`src/rtl/pc_gen.sv`:
```
// Program-counter generator for the fetch stage: picks the next fetch PC from
// exception, exception-return, branch, deferred-branch and sequential sources.
module pc_gen #(
  parameter int                 ADDR_W    = 32,
  parameter logic [ADDR_W-1:0]  RESET_VEC = 32'hBFC00000,
  parameter logic [ADDR_W-1:0]  EXC_VEC   = 32'hBFC00380,
  parameter int                 N_STALL   = 4,
  parameter int                 CNT_W     = 8,
  parameter int                 INC       = 4
) (
  input  logic                clk,
  input  logic                rst_n,
  input  logic [N_STALL-1:0]  stall,
  input  logic                exc_req,
  input  logic                eret_req,
  input  logic [ADDR_W-1:0]   epc,
  input  logic                br_valid,
  input  logic [ADDR_W-1:0]   br_target,
  output logic [ADDR_W-1:0]   pc,
  output logic                pc_valid,
  output logic                pend_valid,
  output logic                pc_misaligned,
  output logic [CNT_W-1:0]    stall_cnt,
  output logic                stall_timeout
);

  // Which source feeds the PC register this cycle; BR_DEFER and HOLD keep pc.
  typedef enum logic [2:0] {
    SRC_EXC,
    SRC_ERET,
    SRC_BR,
    SRC_BR_DEFER,
    SRC_HOLD,
    SRC_PEND,
    SRC_SEQ
  } src_e;

  localparam logic [CNT_W-1:0]  CNT_MAX = {CNT_W{1'b1}};
  localparam logic [ADDR_W-1:0] INC_V   = ADDR_W'(INC);

  logic [ADDR_W-1:0] pc_q, pc_d;
  logic [ADDR_W-1:0] pend_addr_q, pend_addr_d;
  logic              pend_valid_q, pend_valid_d;
  logic              misaligned_q, misaligned_d;
  logic [CNT_W-1:0]  stall_cnt_q, stall_cnt_d;
  logic              stall_any;
  src_e              src;

  assign stall_any = |stall;

  always_comb begin
    src = SRC_SEQ;
    if (exc_req)           src = SRC_EXC;
    else if (eret_req)     src = SRC_ERET;
    else if (br_valid)     src = stall_any ? SRC_BR_DEFER : SRC_BR;
    else if (stall_any)    src = SRC_HOLD;
    else if (pend_valid_q) src = SRC_PEND;
  end

  always_comb begin
    pc_d         = pc_q;
    pend_addr_d  = pend_addr_q;
    pend_valid_d = pend_valid_q;
    case (src)
      SRC_EXC: begin
        pc_d         = EXC_VEC;
        pend_valid_d = 1'b0;
      end
      SRC_ERET: begin
        pc_d         = epc;
        pend_valid_d = 1'b0;
      end
      SRC_BR: begin
        pc_d         = br_target;
        pend_valid_d = 1'b0;
      end
      SRC_BR_DEFER: begin
        // Newest branch wins; an older deferred target is simply overwritten.
        pend_addr_d  = br_target;
        pend_valid_d = 1'b1;
      end
      SRC_PEND: begin
        pc_d         = pend_addr_q;
        pend_valid_d = 1'b0;
      end
      SRC_SEQ:  pc_d = pc_q + INC_V;
      default:  pc_d = pc_q;
    endcase
    misaligned_d = (pc_d[1:0] != 2'b00);
  end

  always_comb begin
    stall_cnt_d = stall_cnt_q;
    if (!stall_any || exc_req || eret_req) stall_cnt_d = '0;
    else if (stall_cnt_q != CNT_MAX)       stall_cnt_d = stall_cnt_q + 1'b1;
  end

  always_ff @(posedge clk) begin
    if (!rst_n) begin
      pc_q         <= RESET_VEC;
      pend_addr_q  <= '0;
      pend_valid_q <= 1'b0;
      misaligned_q <= (RESET_VEC[1:0] != 2'b00);
      stall_cnt_q  <= '0;
    end else begin
      pc_q         <= pc_d;
      pend_addr_q  <= pend_addr_d;
      pend_valid_q <= pend_valid_d;
      misaligned_q <= misaligned_d;
      stall_cnt_q  <= stall_cnt_d;
    end
  end

  // pc_valid: the fetch at pc is issued in this cycle when high; no ready side.
  assign pc_valid      = rst_n & ~stall_any;
  assign pc            = pc_q;
  assign pend_valid    = pend_valid_q;
  assign pc_misaligned = misaligned_q;
  assign stall_cnt     = stall_cnt_q;
  assign stall_timeout = (stall_cnt_q == CNT_MAX);

endmodule

```
`config.mk`:
```
export PLATFORM = sky130hd
export DESIGN_NAME = pc_gen
export DESIGN_NICKNAME = d
export VERILOG_FILES = /design/src/rtl/pc_gen.sv
export SDC_FILE = /design/constraint.sdc
export NUM_CORES = 1
export LEC_CHECK = 0
export CAP_MARGIN = 30
export CORE_ASPECT_RATIO = 1.4
export CORE_MARGIN = 2
export CORE_UTILIZATION = 35
export DETAILED_ROUTE_END_ITERATION = 10
export PLACE_DENSITY = 0.61
export SKIP_CTS_REPAIR_TIMING = 1
export SLEW_MARGIN = 10
export SYNTH_ARGS = -nofsm -noshare
export SYNTH_HDL_FRONTEND = slang
export SYNTH_SLANG_ARGS = --single-unit
```
`constraint.sdc`:
```
create_clock -name clk -period 7 [get_ports clk]
set_input_delay 1.05 -clock clk [delete_from_list [all_inputs] [get_ports clk]]
set_output_delay 1.05 -clock clk [all_outputs]
set_load 0.02 [all_outputs]
```
; Word level (Yosys, flattened, before mapping)
; Index checks and enable logic that the tools add are counted.
[word_totals]
reg_bits = 74
wordCells = 36
out_inout_bits = 44
input_bits = 73
[op_classes]
reduce_logical = 10
eq_ne = 7
n_mux = 8
bitwise = 3
addsub = 2
[ops]
columns = op, count
row1 = 32-bit one-hot mux with 5 select lines, 1
row2 = 32-bit by 3-bit adder with 32-bit output (second input constant), 1
row3 = 3-bit 2-to-1 mux, 3
row4 = 8-bit by 1-bit adder with 8-bit output (second input constant), 1
row5 = 8-bit equality test (second input constant), 1
row6 = 8-bit inequality test (second input constant), 1
row7 = 4-bit OR reduction, 2
row8 = 3-bit by 2-bit equality test with 1-bit output (second input constant), 2
row9 = 3-bit equality test (second input constant), 2
row10 = 5-bit nonzero test, 1
row11 = 2-bit 2-to-1 mux, 2
row12 = 2-bit nonzero test, 2
row13 = 3-bit by 1-bit equality test with 1-bit output (second input constant), 1
row14 = 3-bit zero test, 1
row15 = 1-bit logical OR, 2
row16 = 1-bit NOT, 2
row17 = 1-bit one-hot mux with 2 select lines, 1
row18 = 2-bit OR reduction, 1
row19 = 1-bit AND, 1
row20 = 1-bit zero test, 1
row21 = 1-bit 2-to-1 mux, 1

; Depth between registers and ports, before layout
; Gate-level depths: netlist of the first run.
[logic_depth]
ltp_word = 8
ltp_mapped = 13
ltp_nobuf = 10

; Worst setup path after synthesis of the first run
; No wires, ideal clock.
[synth_timing]
path_type = in2reg
from = input port stall[1]
to = register pc_q[10], in the netlist pc[10]
t_arrival_ps = 3615
path_buffers = 4
cell_stages = 12
setup_time_ps = 125
required_time_ps = 6875
setup_slack_ps = 3260
path_cell_list = or4_1 -> clkbuf_1 -> or3b_1 -> a31o_2 -> ha_1 -> buf_4 -> or4b_1 -> clkbuf_1 -> clkbuf_1 -> nor3_1 -> a211oi_1 -> o22ai_1
[synth_via]
elab_chain_cells = 7
elab_cells_between_ends = 13
cone_classes = 4 x eq/ne / 6 x mux / 3 x reduce/logical
[synth_lines]
columns = element, line_no
row1 = from (decl), 13  ; input logic [N_STALL-1:0] stall,
row2 = 4-bit OR reduction (*), 49  ; assign stall_any = |stall;
row3 = 2-bit 2-to-1 mux or 1-bit 2-to-1 mux (tied branches), "56, 55"
row4 = 3-bit 2-to-1 mux (*), 55  ; else if (br_valid) src = stall_any ? SRC_BR_DEFER : SRC_BR;
row5 = 3-bit 2-to-1 mux (*), 54  ; else if (eret_req) src = SRC_ERET;
row6 = 3-bit 2-to-1 mux (*), 53  ; if (exc_req) src = SRC_EXC;
row7 = 3-bit equality test (tied with other cells), 64  ; case (src)
row8 = 32-bit one-hot mux with 5 select lines or 5-bit nonzero test (tied branches), --
row9 = to (signal assigned), 106  ; pc_q <= pc_d;
row10 = to (decl), 41  ; logic [ADDR_W-1:0] pc_q, pc_d;
; Every way passes the cells marked *; elsewhere a longest branch is shown, timed or not.
; A chain may end at the register's enable or synchronous reset.

; Worst setup path in the final report of the first run
[layout_timing]
from = input port stall[1]
to = register pc_q[13], in the netlist pc[13]
; The elaborated chain is that of the path after synthesis.

==> impl_metrics.tcl, run 1 <==
set metrics [dict create \
    grtUsageTotal_pct 22.1 \
    syn_area_per_cell_sq_um 7.33 \
    syn_area_sq_mm 0.00422 \
    num_vias 4689 \
    ys_seq_area_share_pct 35.1 \
    rsz0062_at_grt "no" \
    maxSlewViolCount 0 \
    setup_tns_ns 0 \
    worst-path-max-fanout 19 \
    setup_viol 0 \
    dpl_cell_area_sq_mm 0.00546 \
    cp_cell_sequence "clkdlybuf4s50_1, or4_1, or3b_1, a31o_2, inv_1, ha_1, clkinv_1, o2bb2ai_1, o21ai_0, a21oi_1" \
    area_growth_pct 38.3 \
    viasPerCell 5.70 \
    n_antenna_cell 0 \
    layout_commonest_cell "nand2_1" \
    cts_tree "done" \
    arrival_ns 4.99 \
    remaining_drc_errors 0 \
    synth_cell_types 55 \
    path_buf_inv 3 \
    crit_required_ns 7.27 \
    drt_iter0_drc 403 \
    synth_nets 655 \
    cpPeakStageDelay_ns 0.75 \
    p_per_area_mw_per_mm2 212 \
    dr.pass1.iters 5 \
    layout-drive-gt1-share_pct 5.04 \
    routed_wl_um 14700 \
    tightest_slew_ns 0.939 \
    worst_setup_path_end_kind "flop" \
    io_buffer_count 116 \
    grt_pass1_wl_um 23200 \
    outcome "finished clean" \
    cts_root_buf "clkbuf_16" \
    crit_type "in -> reg" \
    netlist_top_cells_area "dfxtp_1 35%, nand2_1 12%, a21oi_1 9.0%" \
    finalCritPeriodShare_pct 67.4 \
    synth_top_cell_by_area "dfxtp_1" \
    cts_sinks 74 \
    hold_viol_final 0 \
    synth_edf_count 0 \
    hold_class "reg -> reg" \
    final_antenna_net_count 0 \
    first_global_vias 4390 \
    fin_crit_ns 4.72 \
    num_rows 47 \
    syn_inst 576 \
    peakVddDrop_uv 114 \
    fmax_mhz 212 \
    initial_core_util_pct 35.7 \
    hold_ws_ns 0.452 \
    finClkSkew_ns 0.00575 \
    cp_top_family "buffers and inverters" \
    final_cell_mix "139 x nand2_1, 116 x clkdlybuf4s50_1, 76 x a21oi_1" \
    antenna_found_initial 0 \
    cpMaxStageDelayCell "clkinv_1" \
    final_core_util_pct 49.4 \
    design_area_sq_mm 0.00584 \
    max-slew-margin-rel_pct 37.4 \
    synthArstFlopShare_pct 0 \
    dieArea_sq_mm 0.0130 \
    cts_buffer_depth 2 \
    ys_warn_count 0 \
    avgRoutedWirePerCell_um 17.9 \
    place_hpwl_um 10500 \
    ys_ff_latch 74 \
    numCtsBuffers 9 \
    gp_congestion 0.839 \
    ios 117 \
    netlist.area_leader.share_pct 35.1 \
    power_mw 1.24 \
    gr-total-overflow 0 \
    ys.flop_type "dfxtp_1" \
    die_x_um 96.8 \
    maxCapViolations 0 \
    final_net_count 749 \
    startpoint_type "primary input" \
    leakage_nw 2.06 \
    htree_levels 3 \
    cts.clk_slew.worst_paths_ns 0.06 \
    clock_latency_ns 0.34 \
    grt_max_degree 44 \
    design.core.area_sq_mm 0.0118 \
    die_h_um 134 \
]
## metal layers
metal  routed length [um]  part of all wire (%)  GRT usage [%]
met5                    0                     0              0
met4                  156                   1.1           5.71
met3                 1020                   6.9           4.90
met2                 7210                    49           37.3
met1                 6350                    43           28.8
## sequential cells by signal, indices dropped and copies added, names as in the netlist
name,cells
stall_cnt,8
pend_valid,1
pc_misaligned,1
pc,32
pend_addr_q,32
## metrics by stage
step	instances	worst slack [ns]
2_1_floorplan	576	3.26
3_5_place_dp	804	2.00
6_report	822	2.28
3_3_place_gp	803	2.12
5_1_grt	822	2.08
4_1_cts	820	2.34
## worst min-delay path, stage by stage, from the launching register on
cell     delay, ns
dfxtp_1       0.30
nand2_1       0.05
a21oi_1       0.05
## final timing paths
check	from	to	slack, ns	cells after the start
setup / recovery	stall[1]	pc[13]$_SDFFE_PN0P_	2.28	10
hold / removal	pend_addr_q[28]$_SDFFE_PN0N_	pend_addr_q[28]$_SDFFE_PN0N_	0.45	2
setup reg to reg	pend_valid$_SDFFE_PN0P_	pc[13]$_SDFFE_PN0P_	3.64	8
hold reg to reg	pend_addr_q[28]$_SDFFE_PN0N_	pend_addr_q[28]$_SDFFE_PN0N_	0.45	2
## cells by family after synthesis
family | share of synthesized area (%)
xor+xnor | 1.04
buf+inv | 5.19
compound gates | 27.3
simple gates | 25.9
flops | 35.1
mux | 3.77
fa+ha+maj | 1.78
## Yosys cell counts, drive strengths merged, types with 2 or more instances
cell / count
a21boi: 3
nand3: 17
clkbuf: 29
or4b: 2
nor2: 21
a221oi: 10
and2: 9
mux2: 7
a21oi: 76
o211ai: 10
nor3: 10
a2bb2oi: 2
nand2: 139
ha: 6
mux2i: 8
nor4: 5
a31o: 3
and3: 5
a31oi: 9
o31ai: 2
clkinv: 2
o21bai: 3
o31a: 6
o2bb2ai: 4
nand4b: 2
inv: 10
xnor2: 4
o22ai: 8
buf: 12
nand4: 10
o21ai: 32
dfxtp: 74
or4: 5
a22oi: 4
and4: 8
a21o: 2
a211oi: 4
## power breakdown
part | internal [mW] | total (mW) | switching (mW)
logic | 0.106 | 0.221 | 0.115
clock network | 0.359 | 0.550 | 0.191
registers | 0.440 | 0.467 | 0.0268
total | 0.905 | 1.24 | 0.333
## cell type report
type | count | area [sq um]
Clock buffer | 10 | 239
Clock inverter | 6 | 114
Fill cell | 1166 | 5980
Inverter | 12 | 45.0
Multi-Input combinational cell | 449 | 2520
Sequential cell | 74 | 1480
Tap cell | 147 | 184
Timing Repair Buffer | 124 | 1250
Note: power is estimated with default switching activity, not from simulation.
==> run 2, diff against run 1 <==
==> constraint.sdc (replaced) <==
create_clock -name clk -period 4.68 [get_ports clk]
set_input_delay 0.702 -clock clk [delete_from_list [all_inputs] [get_ports clk]]
set_output_delay 0.702 -clock clk [all_outputs]
set_load 0.02 [all_outputs]
==> run 2 against run 1 <==
  * Combinational power increased by 52%
  * Register-to-register slack got worse by 1.8 ns
  * Clock power grew 23%
  * Power up 38%
  * First-iteration DRC count increased by 30%
==> impl_metrics.tcl, run 2 (synthesis results as in run 1) <==
set metrics [dict create \
    power_frac_clock_pct 39.5 \
    die_x_um 96.8 \
    arrival_ns 4.02 \
    seq_power_share_pct 40.9 \
    viasPerCell 5.67 \
    routed_wl_um 14700 \
    drt_iter0_drc 524 \
    startpoint_type "primary input" \
    cts_tree "done" \
    fmax_mhz 261 \
    maxCapViolations 0 \
    hold_class "reg -> reg" \
    finClkSkew_ns 0.00613 \
    cts_buffer_depth 2 \
    gp_congestion 0.831 \
    r2r-start "pend_valid$_SDFFE_PN0P_" \
    dr.pass1.iters 5 \
    numCtsBuffers 9 \
    io_buffer_count 116 \
    avgRoutedWirePerCell_um 17.8 \
    outcome "finished clean" \
    switchingPower_mw 0.477 \
    peakVddDrop_uv 184 \
    setup_tns_ns 0 \
    hold_viol_final 0 \
    cts_sinks 74 \
    final_antenna_net_count 0 \
    num_vias 4693 \
    layout_commonest_cell "nand2_1" \
    initial_core_util_pct 35.7 \
    dieArea_sq_mm 0.0130 \
    final_net_count 755 \
    max-slew-margin-rel_pct 43.5 \
    p_int_mw 1.23 \
    leakage_nw 2.06 \
    design.core.area_sq_mm 0.0118 \
    first_global_vias 4502 \
    grt_pass1_wl_um 23400 \
    setup_viol 0 \
    grtUsageTotal_pct 22.2 \
    hold_depth 2 \
    remaining_drc_errors 0 \
    crit_required_ns 4.88 \
    fin_crit_ns 3.82 \
    ios 117 \
    worstHoldStart "pend_addr_q[8]$_SDFFE_PN0N_" \
    area_growth_pct 37.2 \
    p_per_area_mw_per_mm2 295 \
    cts.clk_slew.worst_paths_ns 0.06 \
    antenna_found_initial 0 \
    comb_power_share_pct 19.6 \
    place_hpwl_um 10700 \
    grt_max_degree 44 \
    r2r_cells 7 \
    power_mw 1.71 \
    htree_levels 3 \
    worst_setup_path_end_kind "flop" \
    clock_latency_ns 0.33 \
    maxSlewViolCount 0 \
    crit_type "in -> reg" \
    final_cell_mix "139 x nand2_1, 116 x clkdlybuf4s50_1, 76 x a21oi_1" \
    switching_share_pct 27.9 \
    n_antenna_cell 0 \
    num_rows 47 \
    tightest_slew_ns 0.847 \
    worst-path-max-fanout 18 \
    rsz0062_at_grt "no" \
    cts_root_buf "clkbuf_16" \
    cp-startpoint "stall[1]" \
    finalCritPeriodShare_pct 81.7 \
    layout-drive-gt1-share_pct 5.74 \
    die_h_um 134 \
    gr-total-overflow 0 \
]
-- run 2: critical path, cell delays in order --
cell and delay (ns):
clkdlybuf4s50_1 0.39, or4_1 0.60, or3b_1 0.38, a31o_2 0.28, ha_1 0.30, and2_1 0.46
a221oi_1 0.63, a21oi_1 0.13, a21boi_1 0.14
-- run 2: final timing paths --
| check | end | slack [ns] |
|---|---|---|
| worst max register to register | pc[16]$_SDFFE_PN0P_ | 1.88 |
| worst min register to register | pend_addr_q[8]$_SDFFE_PN0N_ | 0.45 |
| worst min-delay path | pend_addr_q[8]$_SDFFE_PN0N_ | 0.45 |
| worst max-delay path | pc[16]$_SDFFE_PN0P_ | 0.86 |
-- run 2: stage by stage --
step | hold slack, ns | setup WS (ns) | instance area [sq um] | instances | util [%]
final | 0.452 | 0.856 | 5790 | 827 | 49.0
after global placement | 0.439 | 0.515 | 5500 | 812 | 46.5
after floorplan | 0.432 | 1.29 | 4220 | 576 | -
after detailed placement | 0.447 | 0.521 | 5500 | 812 | 46.5
after CTS | 0.454 | 0.871 | 5790 | 827 | 49.0
after global routing | 0.468 | 0.683 | 5790 | 827 | 49.0
-- run 2: final cells by class --
cell class	instances	area, sq um
repair buffers	130	1270
multi-input cells	449	2520
flip-flops and latches	74	1480
well taps	147	184
clock inverters	2	10.0
clock buffers	13	280
inverters	12	45.0
fillers	1199	6030
-- run 2: power groups by stage --
stage | clock (mW) | sequential (mW) | combinational [mW]
floorplan | 0 | 0.727 | 0.140
global placement | 0 | 0.711 | 0.330
detailed placement | 0 | 0.711 | 0.333
CTS | 0.684 | 0.697 | 0.334
global route | 0.708 | 0.703 | 0.361
finish | 0.676 | 0.698 | 0.335
-- run 2: metal layers --
| metal | track usage, % | vias to the layer above | share of wire [%] |
|---|---|---|---|
| met5 | 0 | - | 0 |
| met4 | 6.65 | 0 | 1.5 |
| met3 | 4.74 | 19 | 7.1 |
| met2 | 38.2 | 182 | 49 |
| met1 | 28.1 | 2212 | 42 |
| li1 | - | 2280 | - |
==> run 3, diff against run 2 <==
==> constraint.sdc (replaced) <==
create_clock -name clk -period 3.8 [get_ports clk]
set_input_delay 0.57 -clock clk [delete_from_list [all_inputs] [get_ports clk]]
set_output_delay 0.57 -clock clk [all_outputs]
set_load 0.02 [all_outputs]
==> run 3 against run 2 <==
  * Non-clock buffer count up 9
  * Largest cell class unchanged
  * Critical path type unchanged
  * Highest routed layer unchanged
  * Design area increased by 2.9%
  * Combinational power up 25%
  * Register-to-register slack lost 0.47 ns
  * Sequential power rose by 23%
  * Sequential cell count unchanged
  * Via count rose by 2.0%
  * Largest power group is now clock
  * Worst setup slack lost 0.36 ns
==> impl_metrics.tcl, run 3 (synthesis results as in run 1) <==
set metrics [dict create \
    hold_depth 2 \
    grtUsageTotal_pct 22.5 \
    cts_buffer_depth 2 \
    layout-drive-gt1-share_pct 7.10 \
    ios 117 \
    cpPeakStageDelay_ns 0.60 \
    design.core.area_sq_mm 0.0118 \
    setup_tns_ns 0 \
    hold_viol_final 0 \
    routed_wl_um 14800 \
    initial_core_util_pct 35.7 \
    fmax_mhz 303 \
    cpMaxStageDelayCell "or4_1" \
    worst-path-max-fanout 5 \
    grt_pass1_wl_um 23700 \
    cts_sinks 74 \
    cp_top_family "simple AND/OR/NAND/NOR gates" \
    gr-total-overflow 0 \
    reg2reg_slack_ns 1.41 \
    viasPerCell 5.72 \
    worstHoldStart "pend_addr_q[20]$_SDFFE_PN0N_" \
    drt_iter0_drc 388 \
    maxSlewViolCount 0 \
    dr.pass1.iters 5 \
    fin_crit_ns 3.30 \
    tightest_slew_ns 0.549 \
    path_buf_inv 2 \
    finalCritPeriodShare_pct 86.9 \
    p_per_area_mw_per_mm2 384 \
    worst_path_most_repeated_cell "or4b_1" \
    remaining_drc_errors 0 \
    num_vias 4787 \
    grt_max_degree 44 \
    final_cell_mix "139 x nand2_1, 116 x clkdlybuf4s50_1, 76 x a21oi_1" \
    setup_ws_ns 0.499 \
    fillers 1150 \
    hold_class "reg -> reg" \
    peakVddDrop_uv 225 \
    area_growth_pct 41.2 \
    whs_endpoint "pend_addr_q[20]$_SDFFE_PN0N_" \
    htree_levels 3 \
    cts_tree "done" \
    num_rows 47 \
    maxCapViolations 0 \
    antenna_found_initial 0 \
    post-place-ws_ns 0.127 \
    crit_required_ns 4.08 \
    worst_setup_path_end_kind "flop" \
    rr_endpoint "pc[23]$_SDFFE_PN1P_" \
    arrival_ns 3.59 \
    leakage_nw 2.14 \
    avgRoutedWirePerCell_um 17.7 \
    n_antenna_cell 0 \
    cp_cell_sequence "clkdlybuf4s50_1, or4_1, nor2_1, o21ai_0, inv_1, ha_1, or4b_1, or4b_1, nor3_1, o21ai_1, nand3_1" \
    io_buffer_count 116 \
    layout_commonest_cell "nand2_1" \
    numCtsBuffers 9 \
    cts_root_buf "clkbuf_16" \
    final_net_count 764 \
    rsz0062_at_grt "no" \
    setup_viol 0 \
    first_global_vias 4571 \
    place_hpwl_um 11100 \
    r2r-start "pend_valid$_SDFFE_PN0P_" \
    cts.clk_slew.worst_paths_ns 0.06 \
    finClkSkew_ns 0.00795 \
    final_antenna_net_count 0 \
    clock_latency_ns 0.34 \
    gp_congestion 0.926 \
    die_h_um 134 \
    r2r_cells 9 \
    startpoint_type "primary input" \
    max-slew-margin-rel_pct 63.1 \
    die_x_um 96.8 \
    dieArea_sq_mm 0.0130 \
    crit_type "in -> reg" \
    outcome "finished clean" \
]
run 3: cell types whose count changed in the layout (fill, tap and decap cells not counted), sizes merged:
| cell | delta |
|---|---|
| buf | +9 |
| bufinv | +3 |
| clkbuf | -2 |
run 3: layer usage:
layer	part of all wire [%]	wire, um	GRT usage, %	vias to the layer above
met3	6.5	962	3.44	32
met5	0	0	0	-
li1	-	-	-	2310
met2	49	7260	37.5	194
met1	42	6200	28.5	2251
met4	2.8	408	11.0	0
run 3: worst reg2reg max path: cells and delay by family, from the launching register on:
| family | cells | cell delay, ns |
|---|---|---|
| AO/OA/AOI/OAI | 2 | 0.23 |
| adder cells (fa/ha/maj) | 1 | 0.21 |
| buffers and inverters | 1 | 0.13 |
| flip-flops | 1 | 0.33 |
| AND/OR/NAND/NOR | 5 | 1.44 |
run 3: worst max path at each step:
stage / startpoint / to / slack [ns] / cells past startpoint
CTS: stall[1] / pc[23]$_SDFFE_PN1P_ / 0.48 / 11
finish: stall[1] / pc[23]$_SDFFE_PN1P_ / 0.50 / 11
floorplan: stall[1] / pc[10]$_SDFFE_PN0P_ / 0.54 / 12
global placement: stall[1] / pc[18]$_SDFFE_PN0P_ / 0.25 / 9
detailed placement: stall[1] / pc[23]$_SDFFE_PN1P_ / 0.13 / 11
global route: stall[1] / pc[23]$_SDFFE_PN1P_ / 0.30 / 11
run 3: layout make-up:
class / instances / area [sq um] / share of cell area [%]
clock buffer: 11 / 253 / 4.24
clock inverter: 5 / 100 / 1.68
inverter: 12 / 45.0 / 0.756
multi-input combinational: 449 / 2520 / 42.4
sequential: 74 / 1480 / 24.9
tap: 147 / 184 / 3.09
timing repair buffer: 139 / 1370 / 23.0
run 3: power breakdown:
part | switching [mW] | total [mW] | internal [mW] | leakage, nW
clock | 0.334 | 1.01 | 0.675 | 0.176
sequential | 0.0492 | 0.860 | 0.811 | 0.602
combinational | 0.214 | 0.420 | 0.206 | 1.36
total | 0.597 | 2.29 | 1.69 | 2.14
run 3: per-stage QoR:
stage / area, sq um / hold slack, ns / util [%] / instances / power (mW)
2_1_floorplan: 4220 / 0.432 / - / 576 / 1.07
3_5_place_dp: 5610 / 0.446 / 47.4 / 821 / 1.29
6_report: 5960 / 0.453 / 50.4 / 837 / 2.29
5_1_grt: 5960 / 0.475 / 50.4 / 837 / 2.36
4_1_cts: 5960 / 0.454 / 50.4 / 837 / 2.30
3_3_place_gp: 5610 / 0.438 / 47.4 / 821 / 1.29
